`src/rtl/fetch_unit_if.sv`:
```
// Decode-side handshake between the fetch stage and decode: {pc, instruction} under valid/ready.
interface fetch_unit_if #(
  parameter int unsigned DATA_WIDTH = 32
);
  logic                  instr_valid;
  logic                  instr_ready;
  logic [DATA_WIDTH-1:0] instr_data;
  logic [31:0]           instr_pc;

  modport master (output instr_valid, output instr_data, output instr_pc, input instr_ready);
  modport slave  (input instr_valid, input instr_data, input instr_pc, output instr_ready);
endinterface

```
`src/rtl/fetch_unit.sv`:
```
// Instruction fetch: owns the PC, issues one word address per cycle to a 1-cycle-latency memory,
// and delivers {pc, instruction} to decode through a 2-entry buffer with redirect flush.
module fetch_unit #(
  parameter int unsigned DATA_WIDTH = 32,
  parameter int unsigned ADDR_WIDTH = 8,
  parameter logic [31:0] RESET_PC   = 32'h0000_0000
) (
  input  logic                  clk,
  input  logic                  rst_n,
  input  logic                  fetch_enable,
  input  logic                  redirect_valid,
  input  logic [31:0]           redirect_pc,
  output logic [ADDR_WIDTH-1:0] imem_address,
  input  logic [DATA_WIDTH-1:0] imem_read_data,
  fetch_unit_if.master          dec
);

  localparam int unsigned DEPTH   = 2;
  localparam int unsigned CNT_W   = 2;
  localparam int unsigned CRED_W  = 3;

  logic [31:0]           pc_q, pc_d, issue_pc;
  logic                  inflight_q;
  logic [31:0]           inflight_pc_q;
  logic [31:0]           buf_pc_q   [DEPTH];
  logic [DATA_WIDTH-1:0] buf_data_q [DEPTH];
  logic [CNT_W-1:0]      count_q, count_d;
  logic                  valid_q;
  logic                  pop, push, issue, wr_idx;
  logic [CRED_W-1:0]     credits;

  // Issue/credit/buffer next-state; credits guarantee a returning word always has a free slot.
  always_comb begin
    issue_pc = redirect_valid ? (redirect_pc & ~32'd3) : pc_q;
    pop      = valid_q && dec.instr_ready;
    push     = inflight_q && !redirect_valid;
    credits  = CRED_W'(count_q) + CRED_W'(inflight_q) - CRED_W'(pop);
    issue    = fetch_enable && (redirect_valid || (credits < CRED_W'(2)));
    wr_idx   = 1'(count_q - CNT_W'(pop));

    pc_d = pc_q;
    if (issue)               pc_d = issue_pc + 32'd4;
    else if (redirect_valid) pc_d = issue_pc;

    count_d = count_q;
    if (redirect_valid)      count_d = '0;
    else if (push && !pop)   count_d = count_q + CNT_W'(1);
    else if (pop && !push)   count_d = count_q - CNT_W'(1);
  end

  always_ff @(posedge clk or negedge rst_n) begin
    if (!rst_n) begin
      pc_q          <= RESET_PC;
      inflight_q    <= 1'b0;
      inflight_pc_q <= '0;
      count_q       <= '0;
      valid_q       <= 1'b0;
      for (int i = 0; i < DEPTH; i++) begin
        buf_pc_q[i]   <= '0;
        buf_data_q[i] <= '0;
      end
    end else begin
      pc_q       <= pc_d;
      inflight_q <= issue;
      if (issue) inflight_pc_q <= issue_pc;
      count_q    <= count_d;
      valid_q    <= (count_d != '0);
      // Shift-out on pop; a simultaneous push lands in the slot freed behind the new head.
      if (pop) begin
        buf_pc_q[0]   <= buf_pc_q[1];
        buf_data_q[0] <= buf_data_q[1];
      end
      if (push) begin
        buf_pc_q[wr_idx]   <= inflight_pc_q;
        buf_data_q[wr_idx] <= imem_read_data;
      end
    end
  end

  assign imem_address    = issue_pc[ADDR_WIDTH+1:2];
  assign dec.instr_valid = valid_q;
  assign dec.instr_pc    = buf_pc_q[0];
  assign dec.instr_data  = buf_data_q[0];

endmodule

```
`src/flat_wrapper.sv`:
```
// flat-port wrapper written by rule: the top's interface ports become plain ports
module fetch_unit_flat 
#(
  parameter int unsigned DATA_WIDTH = 32,
  parameter int unsigned ADDR_WIDTH = 8,
  parameter logic [31:0] RESET_PC   = 32'h0000_0000
)
  (clk, rst_n, fetch_enable, redirect_valid, redirect_pc, imem_address, imem_read_data, dec_instr_valid, dec_instr_data, dec_instr_pc, dec_instr_ready);
  fetch_unit_if #(.DATA_WIDTH(DATA_WIDTH)) dec_i ();
  input  logic clk;
  input  logic rst_n;
  input  logic fetch_enable;
  input  logic redirect_valid;
  input  logic [31:0] redirect_pc;
  output logic [ADDR_WIDTH-1:0] imem_address;
  input  logic [DATA_WIDTH-1:0] imem_read_data;
  output wire logic [$bits(dec_i.instr_valid)-1:0] dec_instr_valid;
  output wire logic [$bits(dec_i.instr_data)-1:0] dec_instr_data;
  output wire logic [$bits(dec_i.instr_pc)-1:0] dec_instr_pc;
  input wire logic [$bits(dec_i.instr_ready)-1:0] dec_instr_ready;
  assign dec_instr_valid = dec_i.instr_valid;
  assign dec_instr_data = dec_i.instr_data;
  assign dec_instr_pc = dec_i.instr_pc;
  assign dec_i.instr_ready = dec_instr_ready;
  fetch_unit #(.DATA_WIDTH(DATA_WIDTH), .ADDR_WIDTH(ADDR_WIDTH), .RESET_PC(RESET_PC)) u_core (.clk(clk), .rst_n(rst_n), .fetch_enable(fetch_enable), .redirect_valid(redirect_valid), .redirect_pc(redirect_pc), .imem_address(imem_address), .imem_read_data(imem_read_data), .dec(dec_i));
endmodule
```
`config.mk`:
```
export PLATFORM = sky130hd
export DESIGN_NAME = fetch_unit_flat
export DESIGN_NICKNAME = d
export VERILOG_FILES = /design/src/rtl/fetch_unit_if.sv /design/src/rtl/fetch_unit.sv /design/src/flat_wrapper.sv
export SDC_FILE = /design/constraint.sdc
export NUM_CORES = 1
export LEC_CHECK = 0
export CAP_MARGIN = 15
export CORE_MARGIN = 1
export CORE_UTILIZATION = 25
export CTS_CLUSTER_DIAMETER = 40
export DETAILED_ROUTE_END_ITERATION = 10
export PLACE_DENSITY = 0.42
export RECOVER_POWER = 25
export SLEW_MARGIN = 25
export SYNTH_ARGS = -nofsm -noshare
export SYNTH_HDL_FRONTEND = slang
export SYNTH_SLANG_ARGS = --single-unit
```
`constraint.sdc`:
```
create_clock -name clk -period 4.2 [get_ports clk]
set_input_delay 1.26 -clock clk [delete_from_list [all_inputs] [get_ports clk]]
set_output_delay 1.26 -clock clk [all_outputs]
set_load 0.05 [all_outputs]
```
==> results of run 1 <==
==> synthesized netlist by cell type (2+ instances only) <==
cell type,instances
sky130_fd_sc_hd__mux2_2,73
sky130_fd_sc_hd__buf_6,2
sky130_fd_sc_hd__nor4b_2,2
sky130_fd_sc_hd__nand4b_1,3
sky130_fd_sc_hd__and4_1,2
sky130_fd_sc_hd__nor3_1,5
sky130_fd_sc_hd__xnor2_1,21
sky130_fd_sc_hd__nor2_1,34
sky130_fd_sc_hd__nand2_1,82
sky130_fd_sc_hd__mux2i_1,91
sky130_fd_sc_hd__nor4_2,3
sky130_fd_sc_hd__a32oi_1,3
sky130_fd_sc_hd__buf_1,11
sky130_fd_sc_hd__nand3b_1,5
sky130_fd_sc_hd__dfrtp_1,196
sky130_fd_sc_hd__buf_2,20
sky130_fd_sc_hd__xor2_1,9
sky130_fd_sc_hd__nand3_1,16
sky130_fd_sc_hd__or2_2,3
sky130_fd_sc_hd__a21oi_1,34
sky130_fd_sc_hd__nand4_1,7
sky130_fd_sc_hd__nor2b_1,4
sky130_fd_sc_hd__o21ai_0,68
sky130_fd_sc_hd__inv_1,9
sky130_fd_sc_hd__buf_4,73
sky130_fd_sc_hd__clkbuf_1,10
sky130_fd_sc_hd__a22oi_1,3
==> cell families (layout without fill, tap and decap cells) <==
| logic type | Yosys count | count (layout) | synth area share [%] |
|---|---|---|---|
| fa+ha+maj | 2 | 2 | 0.351 |
| buf+inv | 125 | 202 | 8.46 |
| simple gates | 176 | 176 | 9.48 |
| xor+xnor | 30 | 30 | 2.84 |
| compound gates | 119 | 119 | 7.21 |
| mux | 164 | 164 | 18.7 |
| flops | 196 | 196 | 53.0 |
==> worst max path at each step <==
stage / from / end / slack, ps / cells after the start
2_1_floorplan: dec_instr_ready / u_core.inflight_pc_q[11] / 290 / 11
3_3_place_gp: dec_instr_ready / u_core.inflight_pc_q[25] / 230 / 9
6_report: redirect_pc[9] / imem_address[7] / 600 / 5
5_1_grt: rst_n / u_core.pc_q[22] / 280 / 2
3_5_place_dp: dec_instr_ready / u_core.inflight_pc_q[25] / 240 / 9
4_1_cts: redirect_pc[2] / imem_address[0] / 590 / 5
==> worst max-delay path, stage by stage <==
cell                              delay, ps
sky130_fd_sc_hd__clkdlybuf4s50_1        530
sky130_fd_sc_hd__mux2i_1                 90
sky130_fd_sc_hd__buf_4                  160
sky130_fd_sc_hd__inv_1                   90
sky130_fd_sc_hd__buf_4                  200
==> power by group <==
group	switching (mW)	internal, mW
sequential	0.494	2.72
combinational	2.27	1.50
clock	0.798	0.899
==> layer usage <==
layer	global-route usage, %	part of all wire (%)	wire (um)	up-vias
met4	4.32	1.6	344	0
li1	-	-	-	2887
met2	17.6	43	9360	115
met1	17.6	52	11200	2872
met3	2.50	3.5	750	19
met5	0	0	0	-
==> per-stage QoR <==
stage | utilization, % | setup WS (ps) | total power, mW
6_report | 31.0 | 604 | 8.68
5_1_grt | 31.0 | 285 | 9.27
4_1_cts | 31.1 | 589 | 8.85
3_5_place_dp | 29.5 | 239 | 7.10
3_3_place_gp | 29.5 | 233 | 7.04
2_1_floorplan | - | 292 | 6.20
==> layout make-up <==
class | instances | area [um2] | share of cell area, %
Clock buffer | 18 | 429 | 3.79
Timing Repair Buffer | 161 | 1600 | 14.2
Sequential cell | 196 | 4900 | 43.3
Clock inverter | 14 | 166 | 1.47
Tap cell | 468 | 586 | 5.17
Inverter | 9 | 33.8 | 0.298
Multi-Input combinational cell | 491 | 3610 | 31.9
==> layout by cell type (no fill, tap or decap), types with 2 or more instances in the layout <==
cell,netlist,routed
sky130_fd_sc_hd__inv_8,0,3
sky130_fd_sc_hd__xor2_1,9,9
sky130_fd_sc_hd__clkbuf_1,10,3
sky130_fd_sc_hd__and4_1,2,2
sky130_fd_sc_hd__nor4b_2,2,2
sky130_fd_sc_hd__inv_1,9,9
sky130_fd_sc_hd__a21oi_1,34,34
sky130_fd_sc_hd__nor2_1,34,34
sky130_fd_sc_hd__nor4_2,3,3
sky130_fd_sc_hd__buf_12,0,7
sky130_fd_sc_hd__bufinv_16,0,2
sky130_fd_sc_hd__or2_2,3,3
sky130_fd_sc_hd__dfrtp_1,196,196
sky130_fd_sc_hd__a22oi_1,3,3
sky130_fd_sc_hd__clkbuf_16,0,17
sky130_fd_sc_hd__buf_4,73,20
sky130_fd_sc_hd__mux2_2,73,73
sky130_fd_sc_hd__nor2b_1,4,4
sky130_fd_sc_hd__clkdlybuf4s50_1,0,129
sky130_fd_sc_hd__nand3_1,16,15
sky130_fd_sc_hd__a32oi_1,3,3
sky130_fd_sc_hd__nand2_1,82,81
sky130_fd_sc_hd__nand4_1,7,7
sky130_fd_sc_hd__clkinvlp_4,0,2
sky130_fd_sc_hd__nand4b_1,3,3
sky130_fd_sc_hd__nor3_1,5,5
sky130_fd_sc_hd__mux2i_1,91,91
sky130_fd_sc_hd__clkbuf_2,0,2
sky130_fd_sc_hd__nand3b_1,5,5
sky130_fd_sc_hd__o21ai_0,68,68
sky130_fd_sc_hd__inv_6,0,4
sky130_fd_sc_hd__xnor2_1,21,21
sky130_fd_sc_hd__clkinv_4,0,2
==> out/qor.json, run 1 <==
{
  "final-max-slew-violation-count": {"value": 78},
  "synth_enable_flop_cells": {"value": 0},
  "synthDistinctLibCells": {"value": 50},
  "grt_setup_unrepaired": {"value": "false"},
  "layout-drive-gt1-share": {"value": 17.2, "unit": "%"},
  "path_max_fanout": {"value": 4},
  "synth.top_cell.area_share": {"value": 53.0, "unit": "%"},
  "synthToLayoutAreaGrowth": {"value": 22.4, "unit": "%"},
  "synth.area.top_cells": {"value": "sky130_fd_sc_hd__dfrtp_1 53%, sky130_fd_sc_hd__mux2i_1 9.8%, sky130_fd_sc_hd__mux2_2 8.9%"},
  "port_buffers": {"value": 139},
  "floorplan.io_pins": {"value": 142},
  "drv_cap": {"value": 1},
  "clock_tree.buffer_depth": {"value": 2},
  "placement.cell_area": {"value": 10800, "unit": "um2"},
  "finalNetCount": {"value": 947},
  "pin_count_of_the_biggest_net_entering_global_routing": {"value": 87},
  "synth-warning-count": {"value": 0},
  "postCtsSetupRepairBufs": {"value": 0},
  "powerDensity": {"value": 765, "unit": "nW/um2"},
  "drt_first_iter_violations": {"value": 255},
  "vias": {"value": 5893},
  "setup_viol_count_final": {"value": 0},
  "wl_per_cell": {"value": 16.0, "unit": "um"},
  "final_estimated_routing_congestion_in_global_placement": {"value": 0.727},
  "fin_crit_sh": {"value": 85.6, "unit": "%"},
  "num_antenna_cells": {"value": 0},
  "reg2reg_to": {"value": "u_core.inflight_pc_q[25]"},
  "worst_hold_startpoint": {"value": "u_core.inflight_pc_q[0]"},
  "hold_ws": {"value": 503, "unit": "ps"},
  "dp_hpwl": {"value": 14800, "unit": "um"},
  "syn-instance-count": {"value": 812},
  "mappedNetlistArea": {"value": 9260, "unit": "um2"},
  "cts_hold_buffers": {"value": 0},
  "clk_latency_worst_skew_pair": {"value": 440, "unit": "ps"},
  "worst_setup_path_start_kind": {"value": "primary input"},
  "route.antenna.remaining_nets": {"value": 0},
  "floorplan.die.height": {"value": 194, "unit": "um"},
  "worst_relative_slew_slack": {"value": -41.5, "unit": "%"},
  "synth-seq-area-share": {"value": 53.0, "unit": "%"},
  "run_status": {"value": "finished with violations"},
  "wl": {"value": 21700, "unit": "um"},
  "post-place-cells": {"value": 1325},
  "clk_root_buffer_cell": {"value": "sky130_fd_sc_hd__clkbuf_16"},
  "crit_required": {"value": 2940, "unit": "ps"},
  "route.detailed.drc": {"value": 0},
  "failed_checks": {"value": "capacitance limit, slew limit"},
  "max_slew.worst_pin.slew": {"value": 2120, "unit": "ps"},
  "min_period": {"value": 3600, "unit": "ps"},
  "holdPathEnd": {"value": "u_core.dec.instr_pc[0]"},
  "postSynth.asyncResetShare": {"value": 100, "unit": "%"},
  "vias_cell": {"value": 4.34},
  "final.setup_skew": {"value": 9.45, "unit": "ps"},
  "rr_worst_depth": {"value": 7},
  "synth_top_area_cell": {"value": "sky130_fd_sc_hd__dfrtp_1"},
  "global_route.overflow_total": {"value": 0},
  "yosys_most_used_dff": {"value": "sky130_fd_sc_hd__dfrtp_1"},
  "vdd_ir_drop_max": {"value": 0.000273, "unit": "V"},
  "grt_first_pass_wirelength": {"value": 35400, "unit": "um"},
  "number_of_global_route_vias_before_repair": {"value": 6018},
  "p_leak": {"value": 4.91, "unit": "nW"},
  "endpoint_kind": {"value": "output pin"},
  "grt_antenna_before_repair": {"value": 0},
  "final-instance-count-excl-fill": {"value": 1357},
  "drt_pre_antenna_iters": {"value": 4},
  "worst_hold_path.num_cells": {"value": 2},
  "placementRows": {"value": 70},
  "numClockSinks": {"value": 196},
  "grtUsageTotal": {"value": 12.1, "unit": "%"},
  "timing.reg2reg.setup_slack": {"value": 1590, "unit": "ps"},
  "worst_ep_arrival_time": {"value": 2340, "unit": "ps"},
  "htree_num_levels": {"value": 4},
  "hold_class": {"value": "reg2reg"},
  "total_non_filler_cell_area_in_the_finished_layout": {"value": 11300, "unit": "um2"},
  "maximum_operating_frequency": {"value": 278, "unit": "MHz"},
  "report.final.hold_viol_count": {"value": 0},
  "die_extent_in_x": {"value": 194, "unit": "um"},
  "cts-buffers-inserted": {"value": 17},
  "start_util": {"value": 25.4, "unit": "%"},
  "clk_transition_reported_paths": {"value": 80, "unit": "ps"},
  "placeableCoreArea": {"value": 36500, "unit": "um2"},
  "design.die.area": {"value": 37800, "unit": "um2"},
  "fin_tns_setup": {"value": 0, "unit": "ps"},
  "worst_r2r_startpoint": {"value": "u_core.inflight_q"},
  "nets_in_the_synthesized_netlist": {"value": 883},
  "postSynthRegisterBits": {"value": 196},
  "cts_tree": {"value": "built"},
  "synth.avg_cell_area": {"value": 11.4, "unit": "um2"},
  "fillers": {"value": 3728},
  "ctsResizeCount": {"value": 0},
  "critPathKind": {"value": "in2out"}
}
Note: power is estimated with default switching activity, not from simulation.
==> run 2, diff against run 1 <==
- PLACE_DENSITY: 0.42 -> 0.44
- clock period: 4.2 -> 2.9 ns (I/O delays scaled with it)
==> run 2 against run 1 <==
  * Sequential share of layout area is 1.5 points lower
  * Die area stayed put
  * Wire length is 2.2% higher
  * Largest cell class unchanged
  * The run still ends with capacitance limit, slew limit left
  * Critical path depth stayed put
  * Final cell count is 2.7% higher
  * Setup slack worse by 550 ps
  * Critical path type unchanged
  * Global-route usage is 0.13 points higher
  * First-iteration DRC count is 17% lower
  * Non-clock buffer count is 37 higher
  * Hold slack better by 2.8 ps
  * Sequential power is 45% higher
  * Utilization is 1.1 points higher
==> out/qor.json, run 2 (same netlist as run 1, synthesis figures left out) <==
{
  "placementRows": {"value": 70, "change": "unchanged"},
  "dp_worst_setup_slack": {"value": -548, "unit": "ps", "change": "-787 ps"},
  "number_of_global_route_vias_before_repair": {"value": 6174, "change": "+2.6%"},
  "path_max_fanout": {"value": 2, "change": "-2"},
  "maximum_operating_frequency": {"value": 352, "unit": "MHz"},
  "floorplan.io_pins": {"value": 142, "change": "unchanged"},
  "hold_ws": {"value": 505, "unit": "ps", "change": "+2.83 ps"},
  "cts_tree": {"value": "built"},
  "grt_antenna_before_repair": {"value": 0, "change": "unchanged"},
  "route.antenna.remaining_nets": {"value": 0, "change": "unchanged"},
  "finalNetCount": {"value": 984, "change": "+3.9%"},
  "wl_per_cell": {"value": 15.9, "unit": "um", "change": "-0.48%"},
  "layout_common_cells": {"value": "196 x sky130_fd_sc_hd__dfrtp_1, 128 x sky130_fd_sc_hd__clkdlybuf4s50_1, 89 x sky130_fd_sc_hd__mux2i_1"},
  "placeableCoreArea": {"value": 36500, "unit": "um2", "change": "unchanged"},
  "fin_crit_sh": {"value": 98.1, "unit": "%"},
  "report.final.hold_viol_count": {"value": 0, "change": "unchanged"},
  "fillers": {"value": 3682, "change": "-1.2%"},
  "floorplan.die.height": {"value": 194, "unit": "um", "change": "unchanged"},
  "design.die.area": {"value": 37800, "unit": "um2", "change": "unchanged"},
  "grt_first_pass_wirelength": {"value": 35800, "unit": "um", "change": "+1.0%"},
  "num_antenna_cells": {"value": 0, "change": "unchanged"},
  "dp_hpwl": {"value": 15500, "unit": "um", "change": "+5.1%"},
  "post-place-cells": {"value": 1361, "change": "+2.7%"},
  "port_buffers": {"value": 139, "change": "unchanged"},
  "final.setup_skew": {"value": 14.5, "unit": "ps", "change": "+5.04 ps"},
  "vias_cell": {"value": 4.32, "change": "-0.50%"},
  "final-instance-count-excl-fill": {"value": 1393, "change": "+2.7%"},
  "clk_latency_worst_skew_pair": {"value": 430, "unit": "ps", "change": "about the same"},
  "htree_num_levels": {"value": 4, "change": "unchanged"},
  "p_leak": {"value": 5.14, "unit": "nW", "change": "+4.7%"},
  "wl": {"value": 22200, "unit": "um", "change": "+2.2%"},
  "vdd_ir_drop_max": {"value": 0.000404, "unit": "V", "change": "+48%"},
  "die_extent_in_x": {"value": 194, "unit": "um", "change": "unchanged"},
  "final-max-slew-violation-count": {"value": 58, "change": "-26%"},
  "clk_root_buffer_cell": {"value": "sky130_fd_sc_hd__clkbuf_16"},
  "powerDensity": {"value": 1100, "unit": "nW/um2", "change": "+43%"},
  "fin_tns_setup": {"value": 0, "unit": "ps", "change": "unchanged"},
  "drt_first_iter_violations": {"value": 212, "change": "-17%"},
  "grtUsageTotal": {"value": 12.3, "unit": "%", "change": "+0.13 points"},
  "clock_tree.buffer_depth": {"value": 2, "change": "unchanged"},
  "final_estimated_routing_congestion_in_global_placement": {"value": 0.765, "change": "+5.3%"},
  "worst_setup_path_start_kind": {"value": "primary input"},
  "numClockSinks": {"value": 196, "change": "unchanged"},
  "route.detailed.drc": {"value": 0, "change": "unchanged"},
  "critPathKind": {"value": "in2out"},
  "max_slew.worst_pin.slew": {"value": 1730, "unit": "ps", "change": "-390 ps"},
  "hold_class": {"value": "reg2reg"},
  "min_period": {"value": 2840, "unit": "ps"},
  "pin_count_of_the_biggest_net_entering_global_routing": {"value": 60, "change": "-31%"},
  "setup_viol_count_final": {"value": 0, "change": "unchanged"},
  "run_status": {"value": "finished with violations"},
  "failed_checks": {"value": "capacitance limit, slew limit"},
  "design_power_total": {"value": 12.9, "unit": "mW", "change": "+48%"},
  "endpoint_kind": {"value": "output pin"},
  "drt_pre_antenna_iters": {"value": 4, "change": "unchanged"},
  "vias": {"value": 6019, "change": "+2.1%"},
  "worst_relative_slew_slack": {"value": -15.5, "unit": "%", "change": "+26 points"},
  "crit_required": {"value": 2030, "unit": "ps", "change": "-910 ps"},
  "layout-drive-gt1-share": {"value": 20.6, "unit": "%", "change": "+3.4 points"},
  "clk_transition_reported_paths": {"value": 60, "unit": "ps", "change": "-20 ps"},
  "drv_cap": {"value": 1, "change": "unchanged"},
  "global_route.overflow_total": {"value": 0, "change": "unchanged"},
  "synthToLayoutAreaGrowth": {"value": 26.8, "unit": "%"},
  "most_common_library_cell_in_the_layout_ignoring_fill_and_taps": {"value": "sky130_fd_sc_hd__dfrtp_1"},
  "start_util": {"value": 25.4, "unit": "%", "change": "unchanged"},
  "worst_ep_arrival_time": {"value": 1970, "unit": "ps", "change": "-370 ps"},
  "grt_setup_unrepaired": {"value": "false"},
  "layout_setup_ws": {"value": 55.1, "unit": "ps", "change": "-548 ps"},
  "cts-buffers-inserted": {"value": 17, "change": "unchanged"}
}
==> run 2: changes by cell type in the layout (fill, tap and decap cells not counted), moves of 2 or more <==
cell / delta
sky130_fd_sc_hd__mux2i_2: +2
sky130_fd_sc_hd__buf_12: +8
sky130_fd_sc_hd__clkinvlp_4: -2
sky130_fd_sc_hd__clkbuf_1: +3
sky130_fd_sc_hd__inv_8: -3
sky130_fd_sc_hd__buf_4: +28
sky130_fd_sc_hd__mux2i_1: -2
==> run 2: critical path, cell delays in order <==
cell                              delay [ps]
sky130_fd_sc_hd__clkdlybuf4s50_1         490
sky130_fd_sc_hd__mux2i_2                 200
sky130_fd_sc_hd__inv_1                   100
sky130_fd_sc_hd__buf_4                   140
sky130_fd_sc_hd__buf_4                   180
==> run 2: through the flow <==
step                utilization, %  cell area (um2)
floorplan                        -             9310
global placement              30.4            11100
detailed placement            30.4            11100
CTS                           32.0            11700
global route                  32.2            11700
finish                        32.2            11700
==> run 2: path summary, 6_finish.rpt <==
check	slack (ps)	endpoint	start	depth (start not counted)
setup / recovery	60	imem_address[0]	redirect_pc[2]	5
hold / removal	510	flop	flop	1
setup reg to reg	480	u_core.pc_q[31]	u_core.inflight_q	9
hold reg to reg	510	flop	flop	1
max in group asynchronous	700	asynchronous set/reset pin	rst_n	2
min in group asynchronous	880	u_core.dec.instr_data[7]	rst_n	1
==> run 2: what timing repair did <==
action	4_1_cts	5_1_grt
gates resized for setup	2	8
pin swaps	1	4
hold endpoints to repair	0	0
setup endpoints to repair	27	38
gates cloned	0	0
hold buffers	0	0
setup buffers	0	1
==> run 2: power by group <==
group          switching [mW]  internal, mW  leakage [nW]
Sequential              0.729          3.94          2.34
Combinational            3.35          2.45          2.51
Clock                    1.10          1.30         0.282
Total                    5.18          7.69          5.14
==> run 2: routing by layer <==
metal  track usage, %  vias to the layer above  share of wire, %
met1             17.6                     2948                51
met5                0                        -                 0
li1                 -                     2944                 -
met4             3.53                        0               1.1
met2             18.1                      108                44
met3             2.93                       19               4.1
==> run 2: final cells by class <==
type,instances,area [um2],share of cell area (%)
clock buffer,21,450,3.83
inverter,9,33.8,0.288
tap,468,586,4.98
multi-input combinational,491,3660,31.2
sequential,196,4900,41.7
timing repair buffer,198,1990,16.9
clock inverter,10,123,1.04
